$ cat config.mk
export PLATFORM = sky130hd
export DESIGN_NAME = mem_arbiter_flat
export DESIGN_NICKNAME = d
export VERILOG_FILES = /design/src/rtl/mem_arb_pkg.sv /design/src/rtl/mem_arbiter_if.sv /design/src/rtl/mem_arbiter_sat_counter.sv /design/src/rtl/mem_arbiter.sv /design/src/flat_wrapper.sv
export SDC_FILE = /design/constraint.sdc
export NUM_CORES = 1
export LEC_CHECK = 0
export ABC_AREA = 1
export CAP_MARGIN = 20
export CORE_AREA = 2 2 285 287
export DETAILED_ROUTE_END_ITERATION = 16
export DIE_AREA = 0 0 287 289
export SKIP_LAST_GASP = 1
export SLEW_MARGIN = 40
export SYNTH_ARGS = -nofsm -noshare
export SYNTH_HDL_FRONTEND = slang
export SYNTH_SLANG_ARGS = --single-unit
$ cat constraint.sdc
create_clock -name clk -period 2.1 [get_ports clk]
set_clock_uncertainty 0.05 [all_clocks]
set_input_delay 0.525 -clock clk [delete_from_list [all_inputs] [get_ports clk]]
set_output_delay 0.525 -clock clk [all_outputs]
set_load 0.05 [all_outputs]
$ cat src/rtl/mem_arb_pkg.sv
// Shared types and sizes for the instruction/data cache memory arbiter.
package mem_arb_pkg;

  localparam int MEM_ADDR_W       = 28;
  localparam int MEM_DATA_W       = 128;
  localparam int WAIT_W           = 4;
  localparam int DEF_STARVE_LIMIT = 4;

  typedef enum logic [1:0] {
    IDLE    = 2'd0,
    GRANT_I = 2'd1,
    GRANT_D = 2'd2
  } arb_state_t;

endpackage

$ cat src/rtl/mem_arbiter_if.sv
// Bundles the I-cache, D-cache and memory-side signals around the arbiter.
// slave is the arbiter's view; master is the caches-plus-memory view.
interface mem_arbiter_if;

  logic                              i_mem_read;
  logic [mem_arb_pkg::MEM_ADDR_W-1:0] i_mem_addr;
  logic [mem_arb_pkg::MEM_DATA_W-1:0] i_mem_rdata;
  logic                              i_mem_ready;

  logic                              d_mem_read;
  logic                              d_mem_write;
  logic [mem_arb_pkg::MEM_ADDR_W-1:0] d_mem_addr;
  logic [mem_arb_pkg::MEM_DATA_W-1:0] d_mem_wdata;
  logic [mem_arb_pkg::MEM_DATA_W-1:0] d_mem_rdata;
  logic                              d_mem_ready;

  logic                              mem_read;
  logic                              mem_write;
  logic [mem_arb_pkg::MEM_ADDR_W-1:0] mem_addr;
  logic [mem_arb_pkg::MEM_DATA_W-1:0] mem_wdata;
  logic [mem_arb_pkg::MEM_DATA_W-1:0] mem_rdata;
  logic                              mem_ready;

  modport slave (
    input  i_mem_read, i_mem_addr,
    input  d_mem_read, d_mem_write, d_mem_addr, d_mem_wdata,
    input  mem_rdata, mem_ready,
    output i_mem_rdata, i_mem_ready,
    output d_mem_rdata, d_mem_ready,
    output mem_read, mem_write, mem_addr, mem_wdata
  );

  modport master (
    output i_mem_read, i_mem_addr,
    output d_mem_read, d_mem_write, d_mem_addr, d_mem_wdata,
    output mem_rdata, mem_ready,
    input  i_mem_rdata, i_mem_ready,
    input  d_mem_rdata, d_mem_ready,
    input  mem_read, mem_write, mem_addr, mem_wdata
  );

endinterface

$ cat src/rtl/mem_arbiter_sat_counter.sv
// Saturating up-counter with synchronous clear; clear wins over increment.
module sat_counter #(
  parameter int WIDTH = 4
) (
  input  logic             clk,
  input  logic             rst,
  input  logic             i_inc,
  input  logic             i_clear,
  output logic [WIDTH-1:0] o_value
);

  logic [WIDTH-1:0] r_value;

  always_ff @(posedge clk) begin
    if (rst || i_clear) begin
      r_value <= '0;
    end else if (i_inc && (r_value != '1)) begin
      r_value <= r_value + WIDTH'(1);
    end
  end

  assign o_value = r_value;

endmodule

$ cat src/rtl/mem_arbiter.sv
// Arbitrates the single 128-bit memory port between I-cache and D-cache.
// D-cache has priority up to a starvation limit; MEM_ARB_PERF_EN adds perf counters.
module mem_arbiter import mem_arb_pkg::*; #(
  parameter int STARVE_LIMIT = DEF_STARVE_LIMIT
`ifdef MEM_ARB_PERF_EN
  , parameter int CNT_W = 16
`endif
) (
  input  logic             clk,
  input  logic             proc_reset,
  mem_arbiter_if.slave     bus
`ifdef MEM_ARB_PERF_EN
  , output logic [CNT_W-1:0] perf_i_cnt
  , output logic [CNT_W-1:0] perf_d_cnt
  , output logic [CNT_W-1:0] perf_stall_cnt
`endif
);

  localparam logic [WAIT_W-1:0] LIMIT = WAIT_W'(STARVE_LIMIT);

  arb_state_t        r_state;
  logic              w_dReq;
  logic              w_iReq;
  logic              w_idle;
  logic              w_starved;
  logic              w_grantD;
  logic              w_grantI;
  logic [WAIT_W-1:0] w_waitCnt;

  assign w_dReq    = bus.d_mem_read | bus.d_mem_write;
  assign w_iReq    = bus.i_mem_read;
  assign w_idle    = (r_state == IDLE);
  assign w_starved = (w_waitCnt == LIMIT);
  // D wins unless I has already been passed over STARVE_LIMIT times in a row.
  assign w_grantD  = w_idle & w_dReq & ~(w_iReq & w_starved);
  assign w_grantI  = w_idle & w_iReq & ~w_grantD;

  sat_counter #(.WIDTH(WAIT_W)) u_waitCnt (
    .clk     (clk),
    .rst     (proc_reset),
    .i_inc   (w_grantD & w_iReq),
    .i_clear (w_idle & (w_grantI | ~w_iReq)),
    .o_value (w_waitCnt)
  );

  always_ff @(posedge clk) begin
    if (proc_reset) begin
      r_state <= IDLE;
    end else begin
      case (r_state)
        IDLE: begin
          if (w_grantD) begin
            r_state <= GRANT_D;
          end else if (w_grantI) begin
            r_state <= GRANT_I;
          end
        end
        GRANT_I, GRANT_D: begin
          if (bus.mem_ready) begin
            r_state <= IDLE;
          end
        end
        default: r_state <= IDLE;
      endcase
    end
  end

  assign bus.i_mem_rdata = bus.mem_rdata;
  assign bus.d_mem_rdata = bus.mem_rdata;

  // Ready is forwarded in the same cycle memory raises it, so outputs decode from state.
  always_comb begin
    bus.mem_read    = 1'b0;
    bus.mem_write   = 1'b0;
    bus.mem_addr    = '0;
    bus.mem_wdata   = '0;
    bus.i_mem_ready = 1'b0;
    bus.d_mem_ready = 1'b0;
    case (r_state)
      GRANT_I: begin
        bus.mem_read    = bus.i_mem_read;
        bus.mem_addr    = bus.i_mem_addr;
        bus.i_mem_ready = bus.mem_ready;
      end
      GRANT_D: begin
        bus.mem_write   = bus.d_mem_write;
        bus.mem_read    = bus.d_mem_read & ~bus.d_mem_write;
        bus.mem_addr    = bus.d_mem_addr;
        bus.mem_wdata   = bus.d_mem_wdata;
        bus.d_mem_ready = bus.mem_ready;
      end
      default: ;
    endcase
  end

`ifdef MEM_ARB_PERF_EN
  sat_counter #(.WIDTH(CNT_W)) u_perfI (
    .clk     (clk),
    .rst     (proc_reset),
    .i_inc   ((r_state == GRANT_I) & bus.mem_ready),
    .i_clear (1'b0),
    .o_value (perf_i_cnt)
  );

  sat_counter #(.WIDTH(CNT_W)) u_perfD (
    .clk     (clk),
    .rst     (proc_reset),
    .i_inc   ((r_state == GRANT_D) & bus.mem_ready),
    .i_clear (1'b0),
    .o_value (perf_d_cnt)
  );

  sat_counter #(.WIDTH(CNT_W)) u_perfStall (
    .clk     (clk),
    .rst     (proc_reset),
    .i_inc   (w_iReq & (r_state != GRANT_I)),
    .i_clear (1'b0),
    .o_value (perf_stall_cnt)
  );
`endif

endmodule

$ cat src/flat_wrapper.sv
// flat-port wrapper written by rule: the top's interface ports become plain ports
module mem_arbiter_flat import mem_arb_pkg::*;
#(
  parameter int STARVE_LIMIT = DEF_STARVE_LIMIT

)
  (clk, proc_reset, bus_i_mem_read, bus_i_mem_addr, bus_d_mem_read, bus_d_mem_write, bus_d_mem_addr, bus_d_mem_wdata, bus_mem_rdata, bus_mem_ready, bus_i_mem_rdata, bus_i_mem_ready, bus_d_mem_rdata, bus_d_mem_ready, bus_mem_read, bus_mem_write, bus_mem_addr, bus_mem_wdata);
  mem_arbiter_if bus_i ();
  input  logic clk;
  input  logic proc_reset;
  input wire logic [$bits(bus_i.i_mem_read)-1:0] bus_i_mem_read;
  input wire logic [$bits(bus_i.i_mem_addr)-1:0] bus_i_mem_addr;
  input wire logic [$bits(bus_i.d_mem_read)-1:0] bus_d_mem_read;
  input wire logic [$bits(bus_i.d_mem_write)-1:0] bus_d_mem_write;
  input wire logic [$bits(bus_i.d_mem_addr)-1:0] bus_d_mem_addr;
  input wire logic [$bits(bus_i.d_mem_wdata)-1:0] bus_d_mem_wdata;
  input wire logic [$bits(bus_i.mem_rdata)-1:0] bus_mem_rdata;
  input wire logic [$bits(bus_i.mem_ready)-1:0] bus_mem_ready;
  output wire logic [$bits(bus_i.i_mem_rdata)-1:0] bus_i_mem_rdata;
  output wire logic [$bits(bus_i.i_mem_ready)-1:0] bus_i_mem_ready;
  output wire logic [$bits(bus_i.d_mem_rdata)-1:0] bus_d_mem_rdata;
  output wire logic [$bits(bus_i.d_mem_ready)-1:0] bus_d_mem_ready;
  output wire logic [$bits(bus_i.mem_read)-1:0] bus_mem_read;
  output wire logic [$bits(bus_i.mem_write)-1:0] bus_mem_write;
  output wire logic [$bits(bus_i.mem_addr)-1:0] bus_mem_addr;
  output wire logic [$bits(bus_i.mem_wdata)-1:0] bus_mem_wdata;
  assign bus_i.i_mem_read = bus_i_mem_read;
  assign bus_i.i_mem_addr = bus_i_mem_addr;
  assign bus_i.d_mem_read = bus_d_mem_read;
  assign bus_i.d_mem_write = bus_d_mem_write;
  assign bus_i.d_mem_addr = bus_d_mem_addr;
  assign bus_i.d_mem_wdata = bus_d_mem_wdata;
  assign bus_i.mem_rdata = bus_mem_rdata;
  assign bus_i.mem_ready = bus_mem_ready;
  assign bus_i_mem_rdata = bus_i.i_mem_rdata;
  assign bus_i_mem_ready = bus_i.i_mem_ready;
  assign bus_d_mem_rdata = bus_i.d_mem_rdata;
  assign bus_d_mem_ready = bus_i.d_mem_ready;
  assign bus_mem_read = bus_i.mem_read;
  assign bus_mem_write = bus_i.mem_write;
  assign bus_mem_addr = bus_i.mem_addr;
  assign bus_mem_wdata = bus_i.mem_wdata;
  mem_arbiter #(.STARVE_LIMIT(STARVE_LIMIT)) u_core (.clk(clk), .proc_reset(proc_reset), .bus(bus_i));
endmodule
==> impl.org, run 1 <==
** Status
- Outcome :: finished, violations left
- Violations in the final reports :: setup timing

** Logic synthesis
- Post-Synthesis Mean Instance Area :: 5.56 um^2
- The cell area that synthesis handed to floorplanning was 3840 um^2.
- Cell type with the largest total area after synthesis :: sky130_fd_sc_hd__buf_4
- After synthesis, the largest area contributor takes up 52.0% of total cell area.
- Seq/Total Area, Yosys :: 3.13%
- After synthesis, the netlist uses 17 different library cells.
- Synthesized netlist net count :: 1,013
- Counting every instance in the synthesized netlist gives 690.
- Counting flops and latches in the post-synthesis netlist gives 6.
- During synthesis, Yosys emitted a total of 0 warnings.
- By area the synthesized netlist is led by sky130_fd_sc_hd__buf_4, sky130_fd_sc_hd__nand2_1, sky130_fd_sc_hd__inv_1.

** Min path
- The worst hold path terminates at u_core.r_state[1]$_SDFFE_PP0P_.
- In this run the most critical hold path is launched from u_core.r_state[1]$_SDFFE_PP0P_.
- Along the worst hold path, the cell count comes to 2.
- The tightest min-delay check is of the flop to flop type.

** Critical path
- R2R setup slack :: 440 ps
- The worst setup path is launched from a flop.
- Category of the worst setup path capture point :: output pin
- Arr. time, crit path :: 1570 ps
- Of all nets on the critical path, the largest fanout is 10.
- Path type of the worst setup path :: flop to output pin
- In this run the critical register-to-register path is captured at u_core.r_state[0]$_SDFFE_PP0P_.
- Req. time, crit path :: 1520 ps
- Worst flop-to-flop path startpoint :: u_core.r_state[1]$_SDFFE_PP0P_
- Measured in cells, the most critical reg-to-reg path has a length of 8.

** Detailed routing
- Number of detailed-route iterations in the first pass :: 4
- Dividing the detail-routed wire length by the instance count gives 18.9 um.
- Post-DRT Antenna Nets :: 0
- After the first detailed-routing iteration, the DRC count stood at 90.
- Per-cell via count in the routed design :: 2.40
- Detailed-route DRC error count :: 0
- Final wirelength :: 35,200 um
- Via count :: 4,463

** Die
- In this run the core area contains 104 standard-cell rows.
- Die footprint :: 82,900 um^2
- Core area :: 79,900 um^2
- Once the floorplan was initialized, standard cells occupied 4.80% of the core.
- From left edge to right edge, the die measures 287 um.
- Die height :: 289 um
- In this run the count of I/O pins placed on the die edge is 734.

** Finish
- Final cell utilization of the core :: 11.5%
- After the flow finishes, the layout carries non-filler instances totaling 1,859.
- Layout filler cell count :: 9,223
- Post-layout nets :: 1,118
- Area used by sequential logic in the layout :: 123 um^2
- Synth-to-Final Area Change :: 139%
- Of the cells placed in the final design, the portion with a size suffix greater than 1 is 42.9%.
- The multi-input combinational cells in the finished layout cover a total of 1380 um^2.

** Clock tree
- Counting along the longest clock path gives a buffer depth of 2.
- Hold repair after CTS inserted 0 buffers.
- For the worst-skew pair, the clock arrives at the later sink with an insertion delay of 230 ps.
- Level count of the clock H-tree :: 1
- The cell sitting at the root of the clock tree is a sky130_fd_sc_hd__clkbuf_16.
- Cts bufs inserted :: 3
- TritonCTS built the clock tree.
- Total number of clock tree sinks :: 6
- After clock tree synthesis, the clock-pin slew on the worst setup and hold paths is 30 ps.

** Timing
- Final-layout setup total negative slack :: -1160 ps
- Transition at the pin with the smallest max-transition slack :: 244 ps
- Max Clk Rate :: 466 MHz
- The hold violation total from the final report was 0.
- In this run the tightest slew margin relative to its limit is 83.7%.
- Final Slew Violations :: 0
- Across all setup checks in the final design, the least slack found is -44.5 ps.
- Setup repair after global routing could not meet its margin everywhere.
- Number of endpoints failing setup at the final stage :: 71
- Period utilisation layout :: 102%
- Period minus WS final :: 2140 ps

** Pwr
- For this design the static power due to leakage is 3.95 nW.
- Power per Cell Area :: 1130 nW/um^2
- IR analysis of the VDD net gives a maximum drop of 0.945 mV.
- Total power after layout :: 10.4 mW

** Run
- Max-cap violations in this run came to 0.

** Placement
- In this run, placement finished with an instance count of 1,834.
- The wire-length estimate of the detail-placed layout is 29,600 um.
- Buffers placed on the I/O ports in this run total 349.
- Final GP Congestion :: 0.745
- Before CTS, the worst setup slack after placement is -30.1 ps.

** Global route
- The first global-routing pass estimated 42,200 um of wire.
- Entering global routing, the biggest net connects 31 pins.
- Antenna violations before repair :: 22
- GRT Total Usage :: 7.76%
- Grt total ovfl :: 0
- Vias in the first global route :: 4,636
power breakdown:
group	internal (mW)	total (mW)	switching, mW
sequential	0.141	0.163	0.0215
clock	0.245	0.311	0.0668
combinational	4.43	9.90	5.47
total	4.81	10.4	5.56
kinds of logic after synthesis:
logic type | synth area share (%)
buffers and inverters | 67.7
and+or+nand+nor | 22.4
AOI/OAI and AO/OA | 4.70
DFF | 3.13
adders and majority gates | 1.63
xor gates and xnor gates | 0.457
worst max-delay path, stage by stage, from the launching register on:
cell and delay (ps):
sky130_fd_sc_hd__dfxtp_2 310, sky130_fd_sc_hd__inv_2 80, sky130_fd_sc_hd__ha_4 160, sky130_fd_sc_hd__buf_12 150, sky130_fd_sc_hd__bufbuf_16 290, sky130_fd_sc_hd__nand2_1 110, sky130_fd_sc_hd__inv_2 90, sky130_fd_sc_hd__buf_12 130
layer usage:
metal / track usage, % / vias to the layer above / wire, um
met1: 6.98 / 1866 / 10700
li1: - / 1921 / -
met5: 0.682 / - / 196
met2: 12.6 / 511 / 16200
met3: 6.43 / 139 / 6650
met4: 3.23 / 26 / 1500
metrics by stage:
stage | hold WS, ps | cell area, um^2
after floorplan | 400 | 3870
after global placement | 423 | 8430
after detailed placement | 435 | 8430
after CTS | 438 | 8860
after global routing | 454 | 9150
final | 437 | 9160
state kept, by name, summed over array words and instances (netlist names):
name,flops
u_core.u_waitCnt.o_value,4
u_core.r_state,2
Yosys cell counts:
cell                       count
sky130_fd_sc_hd__or2_2         1
sky130_fd_sc_hd__inv_1       142
sky130_fd_sc_hd__inv_2         1
sky130_fd_sc_hd__o21ai_0       1
sky130_fd_sc_hd__buf_2        10
sky130_fd_sc_hd__xor2_1        2
sky130_fd_sc_hd__buf_4       266
sky130_fd_sc_hd__dfxtp_1       6
sky130_fd_sc_hd__nand3_1       4
sky130_fd_sc_hd__ha_1          5
sky130_fd_sc_hd__nand4_1       2
sky130_fd_sc_hd__clkbuf_1      4
sky130_fd_sc_hd__nand3_2       2
sky130_fd_sc_hd__nor2_4        2
sky130_fd_sc_hd__a21oi_1      35
sky130_fd_sc_hd__nor2_1        3
sky130_fd_sc_hd__nand2_1     204
worst max-delay path by stage:
stage,start,endpoint,slack [ps]
floorplan,u_core.r_state[1]$_SDFFE_PP0P_,bus_mem_addr[10],-250
global placement,bus_i_mem_addr[7],bus_mem_addr[7],-40
detailed placement,bus_i_mem_addr[7],bus_mem_addr[7],-30
CTS,u_core.r_state[0]$_SDFFE_PP0P_,bus_mem_wdata[94],-110
global route,u_core.r_state[0]$_SDFFE_PP0P_,bus_mem_wdata[27],-110
finish,u_core.r_state[0]$_SDFFE_PP0P_,bus_mem_wdata[75],-40
what timing repair did:
action / CTS / global route
gates cloned: 6 / 7
gates resized for setup: 49 / 109
pin swaps: 3 / 0
setup endpoints to repair: 121 / 154
setup buffers: 5 / 0
cell type report:
type                            instances  share of cell area (%)
Inverter                              143                    5.94
Sequential cell                         6                    1.34
Tap cell                             1060                    14.5
Antenna cell                            6                   0.164
Timing Repair Buffer                  380                    62.2
Multi-Input combinational cell        261                    15.1
Clock buffer                            3                   0.819
cell usage in the layout (no fill, tap or decap), types with 2 or more instances in the layout:
cell and n:
sky130_fd_sc_hd__dfxtp_1 4, sky130_fd_sc_hd__dfxtp_2 2, sky130_fd_sc_hd__ha_1 4, sky130_fd_sc_hd__inv_2 73, sky130_fd_sc_hd__a21oi_1 6, sky130_fd_sc_hd__clkdlybuf4s50_1 189
sky130_fd_sc_hd__buf_12 165, sky130_fd_sc_hd__buf_8 4, sky130_fd_sc_hd__nand3_1 4, sky130_fd_sc_hd__buf_16 5, sky130_fd_sc_hd__a21oi_2 26, sky130_fd_sc_hd__buf_6 4
sky130_fd_sc_hd__xor2_1 2, sky130_fd_sc_hd__bufbuf_16 3, sky130_fd_sc_hd__nor2_4 2, sky130_fd_sc_hd__buf_4 5, sky130_fd_sc_hd__nand2_2 26, sky130_fd_sc_hd__nand3_2 2
sky130_fd_sc_hd__clkbuf_16 8, sky130_fd_sc_hd__nand2_1 171, sky130_fd_sc_hd__inv_1 67, sky130_fd_sc_hd__nor2_1 3, sky130_fd_sc_hd__inv_4 3, sky130_fd_sc_hd__diode_2 6
sky130_fd_sc_hd__a21oi_4 3, sky130_fd_sc_hd__nand2_4 7, sky130_fd_sc_hd__nand4_1 2
(Power assumes the default switching activity.)
==> run 2: changes to the inputs <==
--- a/config.mk
+++ b/config.mk
@@ -7,9 +7,12 @@
 export LEC_CHECK = 0
 export ABC_AREA = 1
 export CAP_MARGIN = 20
-export CORE_AREA = 2 2 285 287
+export CELL_PAD_IN_SITES_DETAIL_PLACEMENT = 1
+export CELL_PAD_IN_SITES_GLOBAL_PLACEMENT = 1
+export CORE_AREA = 2 2 283 285
 export DETAILED_ROUTE_END_ITERATION = 16
-export DIE_AREA = 0 0 287 289
+export DIE_AREA = 0 0 285 287
+export PLACE_DENSITY_LB_ADDON = 0.1
 export SKIP_LAST_GASP = 1
 export SLEW_MARGIN = 40
 export SYNTH_ARGS = -nofsm -noshare
==> impl.org, run 2 (synthesized netlist as in run 1, its figures left out) <==
** Pwr
- Total power after layout :: 10.7 mW (was 10.4 mW)
- Leakage :: 4.15 nW (was 3.95 nW)
- Power per Cell Area :: 1130 nW/um^2 (about the same)
- Maximum VDD drop :: 0.433 mV (was 0.945 mV)

** Placement
- Final GP Congestion :: 0.698 (was 0.745)
- The cell total after placement came to 1,831 (was 1,834).
- Total half-perimeter wirelength after legalization and detailed placement :: 20,800 um (was 29,600 um)
- The number of input and output port buffers inserted is 349 (unchanged).

** Critical path
- The data required time at the worst endpoint came to 1520 ps (about the same).
- The startpoint kind of the worst setup timing path was a flop (unchanged).
- The setup slack of the worst register-to-register path was 560 ps (was 440 ps).
- The worst endpoint data arrival time came to 1590 ps (was 1570 ps).
- List of cells traversed by the critical path: inv_4, buf_12, ha_4, inv_6, buf_4, a21oi_2, buf_4, buf_12 (was inv_2, ha_4, buf_12, bufbuf_16, nand2_1, inv_2, buf_12).
- Category of the worst setup path capture point :: output pin (unchanged)
- Path type of the worst setup path :: flop to output pin (unchanged)
- The reg-to-reg critical path endpoint was u_core.r_state[0]$_SDFFE_PP0P_ (unchanged).
- The slowest cell on the critical path is sky130_fd_sc_hd__dfxtp_4 (was sky130_fd_sc_hd__dfxtp_2).
- The depth of the most critical reg-to-reg path came to 8 (unchanged).
- The largest driver fanout on the critical path was 5 (was 10).
- Worst flop-to-flop path startpoint :: u_core.r_state[0]$_SDFFE_PP0P_ (was u_core.r_state[1]$_SDFFE_PP0P_)
- Largest stage delay on the critical path :: 360 ps (was 310 ps)

** Timing
- Number of endpoints failing setup at the final stage :: 45 (was 71)
- The setup TNS after final layout is -1380 ps (was -1160 ps).
- Final hold vios :: 0 (unchanged)
- The post-route fraction of the period consumed by the critical path is 103% (was 102%).
- Tightest hold margin :: 453 ps (was 437 ps)
- Setup repair after global routing missed its margin: true (unchanged).
- The setup slack after layout came to -63.5 ps (was -44.5 ps).
- Max Clk Rate :: 462 MHz (was 466 MHz)
- The clock period minus final worst setup slack is 2160 ps (was 2140 ps).
- The number of max-slew violations in the final report came to 0 (unchanged).
- The slew at the pin closest to its max-slew limit is 247 ps (was 244 ps).
- The worst max-slew margin expressed relative to the limit was 83.5% (was 83.7%).

** Detailed routing
- Average detailed-routed wire length per instance :: 13.7 um (was 18.9 um)
- Per-cell via count in the routed design :: 2.28 (was 2.40)
- The total iterations of the first detailed-routing run is 4 (unchanged).
- The post-route antenna net violation count is 0 (unchanged).
- The final wirelength is 25,500 um (was 35,200 um).
- Detailed-route DRC error count :: 0 (unchanged)
- The via count of the routed design came to 4,237 (was 4,463).
- DRC violation total after the first TritonRoute iteration :: 74 (was 90)

** Global route
- The global route total overflow was 0 (unchanged).
- The largest net degree at the start of global routing is 32 (was 31).
- The layer with the highest usage was met2 (unchanged).
- The global-route usage over all layers was 5.57% (was 7.76%).
- First-pass GRT wire length :: 33,500 um (was 42,200 um)
- Vias in the first global route :: 4,472 (was 4,636)
- GR met3 Demand/Resource :: 4.49% (was 6.43%)
- The met2 demand-to-capacity share in global routing was 7.83% (was 12.6%).
- Met1 Resource Use GR :: 6.50% (was 6.98%)
- Antenna violations before repair :: 4 (was 22)

** Min path
- The class of the tightest hold or removal check was flop to flop (unchanged).
- Critical hold path startpoint :: u_core.r_state[1]$_SDFFE_PP0P_ (unchanged)
- Number of stages on the worst hold path :: 2 (unchanged)
- The worst min-delay path endpoint is u_core.r_state[1]$_SDFFE_PP0P_ (unchanged).

** Clock tree
- Cell at the root of the clock tree :: sky130_fd_sc_hd__clkbuf_16 (unchanged)
- Level count of the clock H-tree :: 1 (unchanged)
- Worst skew pair latency :: 230 ps (about the same)
- The TritonCTS clock tree was built (unchanged).
- CTS clock-pin slew for the worst setup and hold paths :: 40 ps (was 30 ps)
- The maximum count of clock buffers along a single path was 2 (unchanged).
- Cts bufs inserted :: 3 (unchanged)
- Total number of clock tree sinks :: 6 (unchanged)

** Finish
- Final cell utilization of the core :: 12.0% (was 11.5%)
- The count of filler cells inserted in the layout is 9,238 (was 9,223).
- Non-filler cells, final :: 1,857 (was 1,859)
- Post-layout nets :: 1,131 (was 1,118)
- Commonest cells after routing, fill and taps aside: sky130_fd_sc_hd__clkdlybuf4s50_1, sky130_fd_sc_hd__nand2_1, sky130_fd_sc_hd__buf_12, sky130_fd_sc_hd__inv_1, sky130_fd_sc_hd__a21oi_4 (was sky130_fd_sc_hd__clkdlybuf4s50_1, sky130_fd_sc_hd__nand2_1, sky130_fd_sc_hd__buf_12, sky130_fd_sc_hd__inv_2, sky130_fd_sc_hd__inv_1).
- The post-synthesis to final-layout area growth came to 146% (was 139%).
- Area used by sequential logic in the layout :: 125 um^2 (was 123 um^2)
- The number of flip-flops in the largest register came to 4 (unchanged).
- Proportion of layout cells with a drive suffix above 1 :: 36.2% (was 42.9%)
- Most common cell after layout, fill and taps aside :: sky130_fd_sc_hd__clkdlybuf4s50_1 (unchanged)
- The area occupied by multi-input gates is 1580 um^2 (was 1380 um^2).

** Die
- The die extent in y came to 287 um (was 289 um).
- The total die area came to 81,800 um^2 (was 82,900 um^2).
- The floorplan core area was 78,600 um^2 (was 79,900 um^2).
- Die outline width :: 285 um (was 287 um)
- The number of placement rows is 103 (was 104).
- The number of ports placed on the die boundary is 734 (unchanged).
- Initial core utilization :: 4.88% (was 4.80%)

** Status
- Outcome :: finished, violations left (unchanged)
- Violations in the final reports: setup timing (unchanged).

** Run
- Max capacitance violation total :: 0 (unchanged)
## run 2: changes by cell type in the layout (fill, tap and decap cells not counted), moves of 3 or more
cell | before | now
sky130_fd_sc_hd__buf_4 | 5 | 19
sky130_fd_sc_hd__diode_2 | 6 | 1
sky130_fd_sc_hd__nand2_2 | 26 | 14
sky130_fd_sc_hd__nand2_1 | 171 | 181
sky130_fd_sc_hd__buf_6 | 4 | 1
sky130_fd_sc_hd__inv_2 | 73 | 15
sky130_fd_sc_hd__buf_8 | 4 | 1
sky130_fd_sc_hd__inv_4 | 3 | 6
sky130_fd_sc_hd__a21oi_4 | 3 | 27
sky130_fd_sc_hd__bufbuf_16 | 3 | 0
sky130_fd_sc_hd__a21oi_2 | 26 | 2
sky130_fd_sc_hd__inv_1 | 67 | 121
sky130_fd_sc_hd__buf_12 | 165 | 174
## run 2: final cells by class
cell class,instances,area share (%)
antenna,1,0.0265
clock buffer,3,0.796
tap,1050,13.9
sequential,6,1.33
multi-input combinational,261,16.7
inverter,143,5.91
timing repair buffer,393,61.3
## run 2: worst max path at each step
stage	cells past startpoint	slack (ps)	start	endpoint
after global placement	6	-20	bus_d_mem_write	bus_mem_read
after global routing	8	-130	u_core.r_state[0]$_SDFFE_PP0P_	bus_mem_read
after detailed placement	6	-50	bus_d_mem_write	bus_mem_read
after floorplan	6	-250	u_core.r_state[1]$_SDFFE_PP0P_	bus_mem_addr[10]
final	8	-60	u_core.r_state[0]$_SDFFE_PP0P_	bus_mem_read
after CTS	6	-110	u_core.r_state[1]$_SDFFE_PP0P_	bus_mem_addr[8]
## run 2: routing by layer
metal	routed length, um	share of wire (%)	vias up
met5	250	0.98	-
met2	10400	41	432
met4	367	1.4	10
li1	-	-	1936
met3	4370	17	35
met1	10100	40	1824
## run 2: timing repair
item | in CTS | in global routing
buffers inserted | 11 | 3
resized for setup | 60 | 63
hold buffers | 0 | 0
setup endpoints to repair | 107 | 138
pin swaps | 5 | 9
cloned | 5 | 5
## run 2: per-stage QoR
step	cell area, um^2	setup slack [ps]
2_1_floorplan	3870	-247
3_3_place_gp	8510	-17.9
3_5_place_dp	8510	-47.2
4_1_cts	9140	-106
5_1_grt	9430	-135
6_report	9430	-63.5
## run 2: critical path, delay by kind of cell (launching register included)
kind / cells / cell delay [ps]
fa+ha+maj: 1 / 270
compound gates: 1 / 110
buf+inv: 6 / 610
flops: 1 / 360
## run 2: power by group
part	internal (mW)	total, mW	switching (mW)
sequential	0.145	0.177	0.0317
combinational	4.64	10.2	5.55
clock	0.245	0.310	0.0657
